[src/rtl/if_id_queue_pkg.sv]
// Shared constants for the fetch/decode instruction queue.
// Build option: IFQ_BYPASS_EN enables a zero-latency path through an empty queue.
package if_id_queue_pkg;
  localparam logic [31:0] NOP_INSN     = 32'h0000_0013;  // addi x0, x0, 0
  localparam int          IFQ_DEPTH    = 4;
  localparam int          INSN_LEN_DEF = 32;
  localparam int          ADDR_LEN_DEF = 32;
endpackage

[src/rtl/if_id_queue.sv]
// Instruction queue between fetch and decode: circular buffer of fetched
// instructions with PC and prediction data; head shown combinationally.
// Build option: IFQ_BYPASS_EN passes enq_* straight to deq_* on an empty queue.
module if_id_queue
  import if_id_queue_pkg::*;
#(
  parameter int DEPTH    = IFQ_DEPTH,
  parameter int INSN_LEN = INSN_LEN_DEF,
  parameter int ADDR_LEN = ADDR_LEN_DEF
) (
  input  logic                       clk_i,
  input  logic                       reset_ni,
  input  logic                       kill_i,
  input  logic                       enq_valid_i,
  output logic                       enq_ready_o,
  input  logic [INSN_LEN-1:0]        enq_inst_i,
  input  logic [ADDR_LEN-1:0]        enq_pc_i,
  input  logic [ADDR_LEN-1:0]        enq_praddr_i,
  input  logic                       enq_prcond_i,
  input  logic                       deq_ready_i,
  output logic                       deq_valid_o,
  output logic [INSN_LEN-1:0]        deq_inst_o,
  output logic [ADDR_LEN-1:0]        deq_pc_o,
  output logic [ADDR_LEN-1:0]        deq_praddr_o,
  output logic                       deq_prcond_o,
  output logic                       deq_inv_o,
  output logic [$clog2(DEPTH):0]     count_o
);
  localparam int PW = $clog2(DEPTH);
  localparam int CW = PW + 1;

  logic [INSN_LEN-1:0] r_inst   [DEPTH];
  logic [ADDR_LEN-1:0] r_pc     [DEPTH];
  logic [ADDR_LEN-1:0] r_praddr [DEPTH];
  logic [DEPTH-1:0]    r_prcond;
  logic [DEPTH-1:0]    r_vld;
  logic [PW-1:0]       r_head, r_tail;
  logic [CW-1:0]       r_count;

  logic w_empty, w_full, w_byp, w_enq, w_deq, w_head_vld;

  assign w_empty    = (r_count == '0);
  assign w_full     = (r_count == CW'(DEPTH));
  assign w_head_vld = r_vld[r_head];

`ifdef IFQ_BYPASS_EN
  // Empty queue forwards the incoming instruction in the same cycle.
  assign w_byp = w_empty & enq_valid_i & ~kill_i;
`else
  assign w_byp = 1'b0;
`endif

  // Ready is purely state-based: a dequeue in the same cycle does not free a slot.
  assign enq_ready_o = ~w_full;
  // A bypassed instruction that decode takes right away is never stored.
  assign w_enq = enq_valid_i & ~w_full & ~kill_i & ~(w_byp & deq_ready_i);
  assign w_deq = w_head_vld & deq_ready_i & ~kill_i;

  // Pointer, occupancy and per-entry valid state; kill wins over enq/deq.
  always_ff @(posedge clk_i or negedge reset_ni) begin
    if (!reset_ni) begin
      r_head  <= '0;
      r_tail  <= '0;
      r_count <= '0;
      r_vld   <= '0;
    end else if (kill_i) begin
      r_head  <= '0;
      r_tail  <= '0;
      r_count <= '0;
      r_vld   <= '0;
    end else begin
      if (w_enq) begin
        r_tail        <= r_tail + 1'b1;
        r_vld[r_tail] <= 1'b1;
      end
      if (w_deq) begin
        r_head        <= r_head + 1'b1;
        r_vld[r_head] <= 1'b0;
      end
      case ({w_enq, w_deq})
        2'b10:   r_count <= r_count + 1'b1;
        2'b01:   r_count <= r_count - 1'b1;
        default: r_count <= r_count;
      endcase
    end
  end

  // Payload storage; contents are only observed behind a valid bit, so no reset.
  always_ff @(posedge clk_i) begin
    if (w_enq) begin
      r_inst[r_tail]   <= enq_inst_i;
      r_pc[r_tail]     <= enq_pc_i;
      r_praddr[r_tail] <= enq_praddr_i;
      r_prcond[r_tail] <= enq_prcond_i;
    end
  end

  // Head presentation: stored entry, bypassed input, or an invalid NOP.
  always_comb begin
    deq_valid_o  = 1'b0;
    deq_inst_o   = INSN_LEN'(NOP_INSN);
    deq_pc_o     = '0;
    deq_praddr_o = '0;
    deq_prcond_o = 1'b0;
    if (w_head_vld) begin
      deq_valid_o  = 1'b1;
      deq_inst_o   = r_inst[r_head];
      deq_pc_o     = r_pc[r_head];
      deq_praddr_o = r_praddr[r_head];
      deq_prcond_o = r_prcond[r_head];
    end else if (w_byp) begin
      deq_valid_o  = 1'b1;
      deq_inst_o   = enq_inst_i;
      deq_pc_o     = enq_pc_i;
      deq_praddr_o = enq_praddr_i;
      deq_prcond_o = enq_prcond_i;
    end
  end

  assign deq_inv_o = ~deq_valid_o;
  assign count_o   = r_count;

endmodule

[config.mk]
export PLATFORM = sky130hd
export DESIGN_NAME = if_id_queue
export DESIGN_NICKNAME = d
export VERILOG_FILES = /design/src/rtl/if_id_queue_pkg.sv /design/src/rtl/if_id_queue.sv
export SDC_FILE = /design/constraint.sdc
export NUM_CORES = 1
export LEC_CHECK = 0
export BUFFER_PORTS_ARGS = -buffer_cell sky130_fd_sc_hd__buf_4
export CORE_MARGIN = 2
export CORE_UTILIZATION = 50
export CTS_CLUSTER_SIZE = 30
export DETAILED_ROUTE_END_ITERATION = 7
export GPL_TIMING_DRIVEN = 0
export MAX_ROUTING_LAYER = met4
export PLACE_DENSITY_LB_ADDON = 0.15
export SYNTH_ARGS = -nofsm -noshare
export SYNTH_HDL_FRONTEND = slang
export SYNTH_SLANG_ARGS = --single-unit
[constraint.sdc]
create_clock -name clk_i -period 3.8 [get_ports clk_i]
set_clock_uncertainty 0.15 [all_clocks]
set_input_delay 0.38 -clock clk_i [delete_from_list [all_inputs] [get_ports clk_i]]
set_output_delay 0.38 -clock clk_i [all_outputs]
set_load 0.1 [all_outputs]
==> results.md <==
- The clock sink count is 399.
- The warning count from the yosys run is 0.
- In this run the most critical hold path is launched from kill_i.
- Counting flops and latches in the post-synthesis netlist gives approximately 400.
- The worst hold path passes through 3 cells.
- The flow ran to the end, and the final reports show no timing, DRC or antenna violations.
- Measured in cells, the most critical reg-to-reg path has a length of 10.
- The average wire per standard cell is 20.7 um.
- In this run the cell area of the synthesized design comes to 0.0154 mm2.
- For the worst setup path, the data arrival time is 3.05 ns.
- The capturing element type of the critical path is an output pin.
- The area growth from synthesis to layout is 29.6%.
- In this run the critical register-to-register path is launched from r_head[1].
- The tree is rooted in a sky130_fd_sc_hd__clkbuf_16.
- After detailed routing, the number of remaining DRC violations is 0.
- The post-synthesis sequential area ratio is 77.6%.
- The endpoint identified for the worst register-to-register timing path is count_o[2].
- Of all flip-flops after synthesis, the portion carrying an async set or reset was 2.76%.
- The initial antenna violation count is 1.
- The synthesized netlist cell count is just under 700.
- The number of detailed-routing iterations run before antenna repair is 4.
- The net count of the finished layout is 1152.
- For the worst setup path, the data required time is around 3.3 ns.
- The number of global-route vias before repair was 8207.
- The most frequently used flop master after synthesis is sky130_fd_sc_hd__edfxtp_1.
- The global-route usage over all layers is 19.7%.
- In this run, post-CTS repair resized a total of 0 instances.
- The worst hold path terminates at count_o[1].
- Of the available clock period, the critical path in the final layout requires 94.3%.
- For the worst-skew pair, the clock arrives at the later sink with an insertion delay of 0.52 ns.
- Counting flops with a built-in enable in the synthesized netlist gives approximately 390.
- The worst register-to-register path has a setup slack of 0.67 ns.
- The number of pins with negative max-slew slack in the final report is 0.
- The final critical-path setup slack is between 0.2 and 0.25 ns.
- STA classifies the critical path startpoint as a register.
- The HPWL after detailed placement is 18200 um.
- Max-cap violations in this run came to 0.
- Setup repair after global routing left no endpoint under its margin.
- The number of buffers created by CTS is between 40 and 50.
- The pre-CTS worst setup slack is between 0.4 and 0.5 ns.
- The effective utilization at floorplan is about half.
- In this run the remaining antenna-violating nets after routing total 0.
- The routed layout has 7736 vias.
- The floorplan step defined a core boundary enclosing between 0.03 and 0.04 mm2.
- The setup TNS is 0 ns.
- In this run the worst path has a maximum fanout of 10.
- The congestion estimate from routability-driven global placement came to 0.720.
- The share of cells above drive strength 1 is between 30% and 40%.
- The worst relative slew slack is 39.8%.
- For this run the aggregate overflow at the end of global routing stands at 0.
- At the pin with the least slew margin, the transition time is 0.902 ns.
- The pin count of the biggest net entering global routing is 55.
- The detailed-route vias per instance is about 5.3.
- The path class of the tightest hold or removal check is in -> reg.
- The first global-routing pass estimated 46000 um of wire.
- The die area is 0.0321 mm2.
- In this run the tool buffered the top-level ports with 204 buffer cells.
- The floorplan step set the die width to ~180 um.
- Each instance of the synthesized netlist takes up on average 22.3 um2.
- In this run the power density over the cells is 547 mW/mm2.
- The setup-violating endpoint count in the final report is 0.
- The static leakage power is between 6 and 7 nW.
- The netlist uses 31 different library cells.
- In this run the core area contains 64 standard-cell rows.
- When the netlist entered floorplanning its net count stood at 799.
- The total count of hold-check failures in the final report is 0.
- The number of setup buffers added after CTS is 0.
- The worst supply voltage drop on vdd is 403 uV.
- The CTS clock-pin slew for the worst setup and hold paths is 0.06 ns.
- The violation count after the first detailed-route iteration is 567.
- The boundary pin count is slightly above 200.
- In this run the number of H-tree levels came out at 2.
- From bottom edge to top edge, the die measures 179 um.
- The longest clock path from root to sink contains 3 buffers.
- The achievable frequency is 279 MHz.
- The worst path in the final design needs a cycle of approximately 3.6 ns, including I/O delays and setup.
- The final layout contains routed wiring with a total length of approximately 30000 um.
- The TritonCTS clock tree is yes.
- The worst setup path category is reg -> out.
flip-flops by register name (all words and copies together) (netlist names):
| register | count |
|---|---|
| r_prcond | 4 |
| r_tail | 2 |
| r_head | 2 |
| r_praddr | 128 |
| count_o | 3 |
| r_inst | 128 |
| r_pc | 128 |
| r_vld | 4 |
repair_timing:
item | CTS | global route
endpoints found under the hold margin | 400 | 0
endpoints found under the setup margin | 10 | 0
hold buffers | 99 | 0
per-layer routing:
layer  up-vias  GRT usage (%)  wire [um]
met1      3990           26.1      13100
met2       193           31.6      15200
met5         -              -          0
met4         0           5.31        544
met3        46           3.86       1590
li1       3507              -          -
cell usage in the layout (no fill, tap or decap), types with 7 or more instances in the layout:
cell	Yosys	layout
sky130_fd_sc_hd__clkinv_1	0	12
sky130_fd_sc_hd__mux4_2	97	97
sky130_fd_sc_hd__clkbuf_16	0	45
sky130_fd_sc_hd__a21oi_1	7	7
sky130_fd_sc_hd__nand2_1	7	7
sky130_fd_sc_hd__buf_2	11	11
sky130_fd_sc_hd__buf_4	0	204
sky130_fd_sc_hd__clkbuf_1	22	26
sky130_fd_sc_hd__dfrtp_1	11	11
sky130_fd_sc_hd__ha_1	8	8
sky130_fd_sc_hd__dlygate4sd3_1	0	99
sky130_fd_sc_hd__edfxtp_1	388	388
sky130_fd_sc_hd__and2_1	100	96
cell families (layout without fill, tap and decap cells):
group / after synthesis / after routing / synth area share (%)
flops: 399 / 399 / 77.6
simple gates: 122 / 122 / 4.80
other cells: 0 / 1 / 0
mux: 103 / 103 / 14.8
buf+inv: 40 / 426 / 1.16
fa+ha+maj: 9 / 9 / 0.782
xor+xnor: 2 / 2 / 0.236
compound gates: 13 / 13 / 0.529
synthesized netlist by cell type (2+ instances only):
cell                         n  share of area, %
sky130_fd_sc_hd__nand2b_1    5              0.20
sky130_fd_sc_hd__mux4_2     97                14
sky130_fd_sc_hd__a211oi_1    4              0.20
sky130_fd_sc_hd__edfxtp_1  388                76
sky130_fd_sc_hd__inv_1       4             0.098
sky130_fd_sc_hd__a21oi_1     7              0.23
sky130_fd_sc_hd__dfrtp_1    11               1.8
sky130_fd_sc_hd__clkbuf_1   22              0.54
sky130_fd_sc_hd__ha_1        8              0.65
sky130_fd_sc_hd__buf_6       2              0.15
sky130_fd_sc_hd__nor2_1      5              0.12
sky130_fd_sc_hd__buf_2      11              0.36
sky130_fd_sc_hd__nand2_1     7              0.17
sky130_fd_sc_hd__and2_1    100               4.1
report_power, final:
part	internal [mW]	switching [mW]	leakage, nW
sequential	5.00	0.0407	3.67
combinational	0.569	1.33	2.57
clock	2.34	1.60	0.653
total	7.91	2.98	6.89
how the worst max path moves through the flow:
stage / startpoint / to / slack (ns) / depth (start not counted)
2_1_floorplan: count_o[0] / count_o[2] / 0.05 / 8
3_3_place_gp: count_o[0] / r_praddr[0][19] / 0.09 / 4
3_5_place_dp: r_head[1] / count_o[2] / 0.40 / 11
4_1_cts: r_head[1] / deq_inst_o[28] / 0.12 / 6
5_1_grt: r_head[1] / deq_inst_o[25] / 0.02 / 6
6_report: r_head[1] / deq_inst_o[28] / 0.22 / 6
per-stage QoR:
stage | cell area (um2) | power [mW] | cells | util (%) | hold WS [ns]
after CTS | 19900 | 11.0 | 1470 | 65.4 | 0.00990
after global routing | 19900 | 11.2 | 1471 | 65.4 | 0.0469
final | 19900 | 10.9 | 1471 | 65.4 | 0.0299
after floorplan | 15400 | 6.47 | 688 | - | -0.0656
after global placement | 17400 | 6.94 | 1288 | 57.2 | 0.0805
after detailed placement | 17600 | 6.96 | 1294 | 57.7 | 0.0808
worst max-delay path, stage by stage (launching register included):
cell,delay (ns)
sky130_fd_sc_hd__dfrtp_1,0.42
sky130_fd_sc_hd__buf_6,0.21
sky130_fd_sc_hd__clkbuf_1,0.54
sky130_fd_sc_hd__clkbuf_1,0.54
sky130_fd_sc_hd__mux4_2,0.40
sky130_fd_sc_hd__and2_1,0.18
sky130_fd_sc_hd__buf_4,0.23
final cells by class:
cell class              count  area [um2]
flip-flops and latches    399       11900
fillers                  2074       10500
multi-input cells         249        3270
repair buffers            309        2680
clock buffers              53        1190
well taps                 396         495
clock inverters            25         173
plain buffers              34         156
inverters                   5        18.8
diodes                      1        2.50
(Power assumes the default switching activity.)
